===== src/rtl/adc_sar_converter.sv =====
// Successive-approximation ADC sequencer for the soc/eoc handshake.
// The block drives a trial code to an external DAC and resolves one bit per
// SETTLE cycles from the comparator. It resolves the MSB first.
module adc_sar_converter #(
    parameter int unsigned N      = 8,
    parameter int unsigned SETTLE = 2
) (
    input  logic         clock,
    input  logic         reset,
    input  logic         soc,
    output logic         eoc,
    output logic [N-1:0] x,
    output logic [N-1:0] dac,
    input  logic         cmp
);

    localparam int unsigned CW = (SETTLE > 1) ? $clog2(SETTLE + 1) : 1;
    localparam int unsigned KW = (N > 1) ? $clog2(N) : 1;
    localparam logic [N-1:0] Lsb = N'(1);
    localparam logic [N-1:0] Msb = Lsb << (N - 1);

    typedef enum logic [1:0] {StIdle, StAck, StConv} state_e;

    state_e         state_q, state_d;
    logic           eoc_q, eoc_d;
    logic [N-1:0]   x_q, x_d;
    logic [N-1:0]   dac_q, dac_d;
    logic [KW-1:0]  k_q, k_d;
    logic [CW-1:0]  cnt_q, cnt_d;
    logic [N-1:0]   resolved;

    // State and datapath registers with asynchronous reset.
    always_ff @(posedge clock or posedge reset) begin
        if (reset) begin
            state_q <= StIdle;
            eoc_q   <= 1'b1;
            x_q     <= '0;
            dac_q   <= '0;
            k_q     <= KW'(N - 1);
            cnt_q   <= '0;
        end else begin
            state_q <= state_d;
            eoc_q   <= eoc_d;
            x_q     <= x_d;
            dac_q   <= dac_d;
            k_q     <= k_d;
            cnt_q   <= cnt_d;
        end
    end

    // Resolve the bit under test. The trial bit is already set, so a low cmp clears it.
    always_comb begin
        resolved      = dac_q;
        resolved[k_q] = dac_q[k_q] & cmp;
    end

    // Handshake and conversion sequencing.
    always_comb begin
        state_d = state_q;
        eoc_d   = eoc_q;
        x_d     = x_q;
        dac_d   = dac_q;
        k_d     = k_q;
        cnt_d   = cnt_q;
        unique case (state_q)
            StIdle: begin
                if (soc) begin
                    eoc_d   = 1'b0;
                    state_d = StAck;
                end
            end
            StAck: begin
                // The conversion starts only after the consumer releases soc.
                if (!soc) begin
                    dac_d   = Msb;
                    cnt_d   = CW'(SETTLE);
                    k_d     = KW'(N - 1);
                    state_d = StConv;
                end
            end
            StConv: begin
                if (cnt_q > CW'(1)) begin
                    cnt_d = cnt_q - CW'(1);
                end else if (k_q != '0) begin
                    dac_d = resolved | (Lsb << (k_q - KW'(1)));
                    k_d   = k_q - KW'(1);
                    cnt_d = CW'(SETTLE);
                end else begin
                    x_d     = resolved;
                    dac_d   = resolved;
                    eoc_d   = 1'b1;
                    state_d = StIdle;
                end
            end
            default: state_d = StIdle;
        endcase
    end

    assign eoc = eoc_q;
    assign x   = x_q;
    assign dac = dac_q;

endmodule


===== config.mk =====
export PLATFORM = sky130hd
export DESIGN_NAME = adc_sar_converter
export DESIGN_NICKNAME = d
export VERILOG_FILES = /design/src/rtl/adc_sar_converter.sv
export SDC_FILE = /design/constraint.sdc
export NUM_CORES = 1
export LEC_CHECK = 0
export CORE_ASPECT_RATIO = 1.5
export CORE_MARGIN = 2
export CORE_UTILIZATION = 48
export CTS_CLUSTER_DIAMETER = 80
export DETAILED_ROUTE_END_ITERATION = 10
export PLACE_DENSITY_LB_ADDON = 0.2
export SLEW_MARGIN = 15
export SYNTH_ARGS = -nofsm -noshare
export SYNTH_HDL_FRONTEND = slang
export SYNTH_SLANG_ARGS = --single-unit

===== constraint.sdc =====
create_clock -name clock -period 1.74 [get_ports clock]
set_input_delay 0.348 -clock clock [delete_from_list [all_inputs] [get_ports clock]]
set_output_delay 0.348 -clock clock [all_outputs]
set_load 0.05 [all_outputs]

### Yosys cells after proc, flatten, opt, wreduce, memory -nomap -nowiden

Cells that the tools add are included.

| word-level totals | value |
|---|---|
| input port bits | 4 |
| bits in registers | 24 |
| word-level logic and storage cells | 60 |
| output and inout bits | 17 |

| operators by class | value |
|---|---|
| equality and inequality tests | 8 |
| magnitude comparators | 3 |
| add/sub/neg operators | 2 |
| shift-type cells | 1 |
| reduce and logical (&&, ||, !) cells | 11 |
| bitwise operators | 4 |
| mux-type cells | 25 |

Operators with widths:

| operator | count |
|---|---|
| $mux W8 | 3 |
| $pmux W8 S2 | 1 |
| $mux W2 | 6 |
| $reduce_and A4 Y1 | 3 |
| $ne A2 B2 Y1 const B | 5 |
| $mux W3 | 3 |
| $reduce_and A3 Y1 | 3 |
| $bwmux W8 | 1 |
| $or A8 B8 Y8 | 1 |
| $shl A1 B3 Y8 const A | 1 |
| $pmux W2 S3 | 1 |
| $pmux W3 S2 | 1 |
| $mux W1 | 5 |
| $lt A3 B4 Y1 const B | 1 |
| $pmux W2 S2 | 1 |
| $reduce_bool A2 Y1 | 2 |
| $bmux W1 S3 | 1 |
| $demux W1 S3 | 1 |
| $ge A3 B1 Y1 const B | 1 |
| $ne A3 B3 Y1 const B | 1 |
| $reduce_bool A3 Y1 | 1 |
| $sub A3 B1 Y3 const B | 1 |
| $eq A2 B1 Y1 const B | 1 |
| $eq A2 B2 Y1 const B | 1 |
| other kinds (7) | 8 |

### Longest topological paths before layout

Gate-level depths: netlist of the first run.

| logic depth | value |
|---|---|
| word-level depth | 9 |
| depth in mapped cells | 9 |

### Worst setup path before layout of the first run

OpenSTA, ideal clock, no wires.

| path | value |
|---|---|
| kind | reg2reg |
| start | reg k_q[0] |
| end | reg x_q[3], in the netlist x[3] |
| setup slack | -201 ps |
| arrival time | 1854 ps |
| cell stages (with the launch flop) | 10 |
| cell sequence | dfstp_2 buf_6 buf_2 inv_2 ha_1 nor2b_1 nand2_1 clkbuf_1 nand2_1 o211ai_1 |

| on the way | value |
|---|---|
| cells in the longest elaborated chain, start to end | 5 |
| elaborated cells between the ends (all ways) | 12 |

RTL lines:

| element | line | source |
|---|---|---|
| start, declared | 28 | `logic [KW-1:0] k_q, k_d;` |
| start signal, assigned | 39 | `k_q <= KW'(N - 1);` |
| start signal, assigned | 46 | `k_q <= k_d;` |
| $lt A3 B4 Y1 (not written as such) / $ge A3 B1 Y1 (equally long branches) | 54 | `resolved[k_q] = dac_q[k_q] & cmp;` |
| $logic_and A1 B1 Y1 (not written as such) | 54 |  |
| $mux W1 (not written as such) | 54 |  |
| $demux W1 S3 | 54 |  |
| $bwmux W8 | 54 |  |
| end signal, assigned | 37 | `x_q <= '0;` |
| end signal, assigned | 44 | `x_q <= x_d;` |
| end, declared | 26 | `logic [N-1:0] x_q, x_d;` |

Several ways; a longest one is shown, not always the timed one. The select of a mux whose other input is x is not followed.
A chain may end at the register's enable or synchronous reset.

### Final worst setup path of the first run

| path | value |
|---|---|
| start | reg k_q[0] |
| end | reg dac_q[2], in the netlist dac[2] |

| on the way | value |
|---|---|
| cells in the longest elaborated chain, start to end | 9 |
| elaborated cells between the ends (all ways) | 16 |

RTL lines:

| element | line | source |
|---|---|---|
| $lt A3 B4 Y1 (not written as such) / $ge A3 B1 Y1 (equally long branches) | 54 |  |
| $logic_and A1 B1 Y1 (not written as such) | 54 |  |
| $mux W1 (not written as such) | 54 |  |
| $demux W1 S3 | 54 |  |
| $bwmux W8 | 54 |  |
| $or A8 B8 Y8 | 85 | `dac_d = resolved \| (Lsb << (k_q - KW'(1)));` |
| $mux W8 (*) | 84 | `end else if (k_q != '0) begin` |
| $mux W8 (*) | 82 | `if (cnt_q > CW'(1)) begin` |
| $pmux W8 S2 (*) | 65 | `unique case (state_q)` |
| end signal, assigned | 38 | `dac_q <= '0;` |
| end signal, assigned | 45 | `dac_q <= dac_d;` |
| end, declared | 27 | `logic [N-1:0] dac_q, dac_d;` |

Every way passes the cells marked *; elsewhere a longest branch is shown, timed or not. The select of a mux whose other input is x is not followed.

==> metrics.yaml, run 1 <==
logic_synthesis:
  synth_seq_area_share_pct: 40.78
  synth_top_cell_area_share_pct: 33.70
  synth_area_leaders: "dfrtp_1 34%, dfstp_2 7.1%, nand2_1 4.3%"
  synth_flop_cell: "dfrtp_1"
  synth_nets: 164
  synth_edf_count: 0
  syn_area_um2: 1485
  synthCells: 155
  ys.warnings.count: 0
  async_flop_share_pct: 100.0
  synth_common_cells: "20 x dfrtp_1, 17 x nand2_1, 11 x nor2_1"
  synth-seq-cells: 24
  synth_cell_type_count: 41
  synth.most_common_cell: "dfrtp_1"
  synth_top_cell_by_area: "dfrtp_1"
  avgSynthCellArea_um2: 9.582
grt:
  antenna_found_initial: 0
  grt_max_degree: 17
  grt_pass1_vias: 1395
  overflow: 0
  track_usage_pct: 23.10
  grt_pass1_wl_um: 6361
critical_path:
  reg2reg_to: "dac[2]"
  regToRegStartpoint: "k_q[0]"
  arrival_ns: 2.00
  reg2reg_slack_ns: -0.12
  rr_worst_depth: 4
  cp_max_fo: 6
  path_class: "flip-flop to flip-flop"
  cp-end-kind: "flip-flop"
  crit_path_start_kind: "flip-flop"
  cp_data_required_time_ns: 1.88
timing:
  finalWorstSetupSlack_ns: -0.1225
  finalMaxSlewViolations: 0
  fin_crit_ns: 1.862
  worst_slew_pin_slew_ns: 0.4409
  rsz0062_at_grt: "true"
  final_hold_viol_count: 0
  fin_worst_skew_ns: 0.006771
  finalSetupViolations: 12
  period_share_pct: 107.0
  slew_headroom_pct: 70.58
  hold_slack_ns: 0.3289
  fmax_mhz: 536.9
placement:
  place.gp.congestion: 0.9310
  dp_hpwl_um: 2913
  io_buffers: 20
die:
  core.rowCount: 24
  die_h_um: 72.13
  core_area_um2: 2943
  fp.dieW_um: 49.42
  num_io_pins: 21
  die_area_um2: 3564
  start_util_pct: 50.47
cells_and_area:
  final-seq-area_um2: 605.6
  drive_above_1_share_pct: 37.24
  n_antenna_cell: 0
  fillers: 265
  fin_nets: 207
  multiInputGateArea_um2: 859.6
  area_growth_syn_to_layout_pct: 31.59
clock_network:
  clock-sinks: 24
  cts_root_buf: "clkbuf_8"
  holdBufCountCts: 0
  cts_buffers: 3
  htreeDepth: 1
  cts.clk_slew.worst_paths_ns: 0.09
  cts_tree: "yes"
  clkLatencyLatePin_ns: 0.26
  clockBufferDepth: 2
route:
  wl_per_cell_um: 15.89
  firstDrtPassIters: 4
  drc: 0
  viasPerCell: 5.587
  ant_nets: 0
  drt_wl_total_um: 3735
  routed-via-count: 1313
  drt_iter0_markers: 14
outcome:
  status: "complete, but fails checks"
  violations: "setup timing"
power:
  max-vdd-ir-drop_uv: 989.6
  total_power_mw: 2.767
  p_per_area_nw_per_um2: 1416
  cellLeakagePower_nw: 0.8729
flow_run:
  maxCapViolCount: 0
worst_hold_path:
  hp-class: "input pin to asynchronous set/reset pin"
==> how the worst max path moves through the flow <==
stage | startpoint | end | slack, ns | cells after the start
2_1_floorplan | k_q[0] | dac[0] | -0.06 | 5
3_3_place_gp | k_q[0] | dac[0] | -0.08 | 4
3_5_place_dp | k_q[0] | dac[5] | -0.12 | 8
4_1_cts | k_q[0] | x[3] | -0.11 | 4
5_1_grt | k_q[0] | x[0] | -0.16 | 4
6_report | k_q[0] | dac[2] | -0.12 | 4
==> per-layer routing <==
metal | vias up | global-route usage [%] | routed length, um
met4 | 0 | 9.877 | 94
met1 | 636 | 23.93 | 1399
li1 | 633 | - | -
met5 | - | 0 | 0
met2 | 36 | 46.25 | 2114
met3 | 8 | 2.058 | 127
==> power breakdown <==
group	switching [mW]	internal (mW)	leakage [nW]
clock	0.172	0.155	0.0216
combinational	0.864	0.683	0.564
sequential	0.179	0.715	0.287
total	1.21	1.55	0.873
==> stage by stage <==
step	TNS, ns	worst slack (ns)	instance area, um^2	utilization (%)	cells
after detailed placement	-1.430	-0.1215	1869	63.52	230
after global placement	-0.7636	-0.08104	1869	63.52	230
final	-1.218	-0.1225	1954	66.41	235
after floorplan	-0.4549	-0.05933	1521	-	155
after CTS	-1.096	-0.1059	1931	65.60	234
after global routing	-1.768	-0.1644	1954	66.41	235
==> layout by cell type (no fill, tap or decap), drive strengths merged, types with 5 or more instances in the layout <==
cell type	n
and2	5
mux2i	6
a21oi	6
inv	6
nor2	12
dfrtp	20
nand2	17
buf	44
nand3	12
o21ai	13
ha	5
==> kinds of logic after synthesis <==
kind of cell               share of synthesized area (%)
muxes                                              8.845
adders and majority gates                          4.212
buffers and inverters                              4.633
DFF                                                40.78
AOI/OAI and AO/OA                                  14.74
and+or+nand+nor                                    26.79
==> flip-flops by register name (all words and copies together), names as in the netlist <==
signal / cells
k_q: 3
x: 8
state_q: 2
eoc: 1
dac: 8
cnt_q: 2
==> final cells by class <==
class / instances / area share, %
repair buffers: 47 / 19.27
flip-flops and latches: 24 / 30.99
inverters: 6 / 1.152
well taps: 39 / 2.497
clock buffers: 3 / 2.113
multi-input cells: 116 / 43.98
==> timing repair <==
item	in CTS	in global routing
resized for setup	3	6
buffers inserted	1	1
setup endpoints to repair	19	20
pin swaps	2	1
==> critical path, cell delays in order, from the launching register on <==
cell,delay [ns]
dfstp_2,0.65
mux2_4,0.32
mux4_2,0.54
nand3_4,0.13
o221ai_2,0.10
Note: power is estimated with default switching activity, not from simulation.
==> run 2, diff against run 1 <==
==> constraint.sdc (replaced) <==
create_clock -name clock -period 1.74 [get_ports clock]
set_input_delay 0.261 -clock clock [delete_from_list [all_inputs] [get_ports clock]]
set_output_delay 0.261 -clock clock [all_outputs]
set_load 0.05 [all_outputs]
==> run 2 against run 1 <==
Against the previous run: the flow still finishes with violations (setup timing); clock-buffer cell count grew 1; setup slack worse by 0.0046 ns; clock power grew 20%; register-to-register slack about the same; clock skew fell by 0.0012 ns; global-route usage decreased by 0.80 points; critical path depth unchanged; sequential power down 2%; final cell count decreased by 2.1%; sequential cell count stayed put; critical path type unchanged.
==> metrics.yaml, run 2 (synthesis gave the netlist of run 1 again) <==
die:
  num_io_pins: 21  # unchanged
  die_h_um: 72.13  # unchanged
  core_area_um2: 2943  # unchanged
  start_util_pct: 50.47  # unchanged
  fp.dieW_um: 49.42  # unchanged
  core.rowCount: 24  # unchanged
  die_area_um2: 3564  # unchanged
timing:
  rsz0062_at_grt: "true"
  finalMaxSlewViolations: 0  # unchanged
  setup_tns_ns: -1.137  # +0.08111 ns
  finalWorstSetupSlack_ns: -0.1271  # -0.004603 ns
  hold_slack_ns: 0.2996  # -0.02932 ns
  finalSetupViolations: 12  # unchanged
  fin_worst_skew_ns: 0.005583  # -0.001188 ns
  slew_headroom_pct: 66.17  # -4.4 points
  fin_crit_ns: 1.867  # +0.004603 ns
  period_share_pct: 107.3  # +0.26 points
  fmax_mhz: 535.6  # -0.25%
  worst_slew_pin_slew_ns: 0.5070  # +0.06609 ns
  final_hold_viol_count: 0  # unchanged
route:
  ant_nets: 0  # unchanged
  drc: 0  # unchanged
  routed-via-count: 1305  # -0.61%
  wl_met2_um: 1947  # -7.9%
  drt_iter0_markers: 34  # +20
  viasPerCell: 5.674  # +1.6%
  drt_wl_total_um: 3639  # -2.6%
  wl_per_cell_um: 15.82  # -0.45%
  firstDrtPassIters: 4  # unchanged
  drt-met1-wl_um: 1386  # -0.93%
  top_layer_used: "met4"
  route.met3.wl_um: 126  # -0.79%
clock_network:
  cts.clk_slew.worst_paths_ns: 0.09  # about the same
  clockBufferDepth: 2  # unchanged
  holdBufCountCts: 0  # unchanged
  htreeDepth: 1  # unchanged
  clock-sinks: 24  # unchanged
  cts_root_buf: "clkbuf_8"
  cts_tree: "yes"
  clkLatencyLatePin_ns: 0.27  # about the same
  cts_buffers: 3  # unchanged
power:
  total_power_mw: 2.777  # +0.34%
  max-vdd-ir-drop_uv: 910.9  # -8.0%
  p_per_area_nw_per_um2: 1431  # +1.1%
  clock_power_share_pct: 14.0  # +2.2 points
  p_sw_mw: 1.216  # about the same
  cellLeakagePower_nw: 0.8618  # -1.3%
  p_int_mw: 1.561  # +0.55%
  swShare_pct: 43.78  # -0.11 points
  seq_power_share_pct: 31.7  # -0.6 points
  pwr-share-comb_pct: 54.3  # -1.6 points
critical_path:
  crit_path_start_kind: "flip-flop"
  regToRegStartpoint: "k_q[0]"
  cp-end-kind: "flip-flop"
  reg2reg_to: "dac[0]"
  reg2reg_slack_ns: -0.13  # about the same
  cp_data_required_time_ns: 1.89  # about the same
  cp_max_fo: 6  # unchanged
  arrival_ns: 2.01  # about the same
  rr_worst_depth: 4  # unchanged
  path_class: "flip-flop to flip-flop"
grt:
  antenna_found_initial: 0  # unchanged
  grt_pass1_wl_um: 6127  # -3.7%
  grt_max_degree: 25  # +8
  overflow: 0  # unchanged
  track_usage_pct: 22.30  # -0.80 points
  grt_pass1_vias: 1301  # -6.7%
outcome:
  violations: "setup timing"
  status: "complete, but fails checks"
cells_and_area:
  area_growth_syn_to_layout_pct: 30.67
  mostFrequentLayoutCell: "buf_4"
  fin_nets: 201  # -2.9%
  n_antenna_cell: 0  # unchanged
  layout_common_cells: "34 x buf_4, 20 x dfrtp_1, 15 x nand2_1"
  drive_above_1_share_pct: 35.08  # -2.2 points
  utilization_pct: 65.94  # -0.47 points
placement:
  io_buffers: 20  # unchanged
  place.gp.congestion: 0.9770  # +4.9%
  dp_slack_ns: -0.1167  # +0.004834 ns
  dp_hpwl_um: 2774  # -4.8%
flow_run:
  maxCapViolCount: 0  # unchanged
worst_hold_path:
  hp-class: "input pin to asynchronous set/reset pin"
==> run 2: power groups by stage <==
stage	Clock, mW	Sequential (mW)	Combinational (mW)
3_5_place_dp	0	0.886	1.47
3_3_place_gp	0	0.883	1.43
5_1_grt	0.418	0.901	1.62
2_1_floorplan	0	1.08	0.782
6_report	0.390	0.880	1.51
4_1_cts	0.399	0.876	1.48
==> run 2: worst max path at each step <==
stage / slack [ns] / cells past startpoint / startpoint / to
2_1_floorplan: -0.06 / 5 / k_q[0] / dac[0]
3_3_place_gp: -0.07 / 4 / k_q[0] / dac[6]
3_5_place_dp: -0.12 / 4 / k_q[0] / dac[6]
4_1_cts: -0.12 / 4 / k_q[0] / dac[0]
5_1_grt: -0.15 / 7 / k_q[0] / dac[0]
6_report: -0.13 / 4 / k_q[0] / dac[0]
==> run 2: critical path: stages, from the launching register on <==
cell	delay [ns]
dfstp_2	0.63
mux2_4	0.32
mux4_2	0.54
nand3_4	0.14
o221ai_2	0.10
==> run 2: cell type report <==
type | instances | area [um^2]
well taps | 39 | 48.80
flip-flops and latches | 24 | 605.6
repair buffers | 41 | 347.8
fillers | 260 | 1002
inverters | 6 | 22.52
clock buffers | 4 | 55.05
multi-input cells | 116 | 860.8
==> run 2: metal layers <==
metal / vias up / GRT usage [%]
li1: 627 / -
met1: 616 / 24.97
met2: 46 / 40.39
met3: 16 / 1.646
met4: 0 / 14.51
met5: - / 0
==> run 2: stage by stage <==
stage / instance area (um^2) / cells
after floorplan: 1521 / 155
after global placement: 1857 / 226
after detailed placement: 1857 / 226
after CTS: 1918 / 230
after global routing: 1941 / 230
final: 1941 / 230
==> run 2: timing repair <==
item | CTS | global route
buffers inserted | 0 | 0
resized for setup | 2 | 6
hold endpoints to repair | 0 | 0
gates cloned | 0 | 0
endpoints found under the setup margin | 13 | 20
pin swaps | 1 | 1
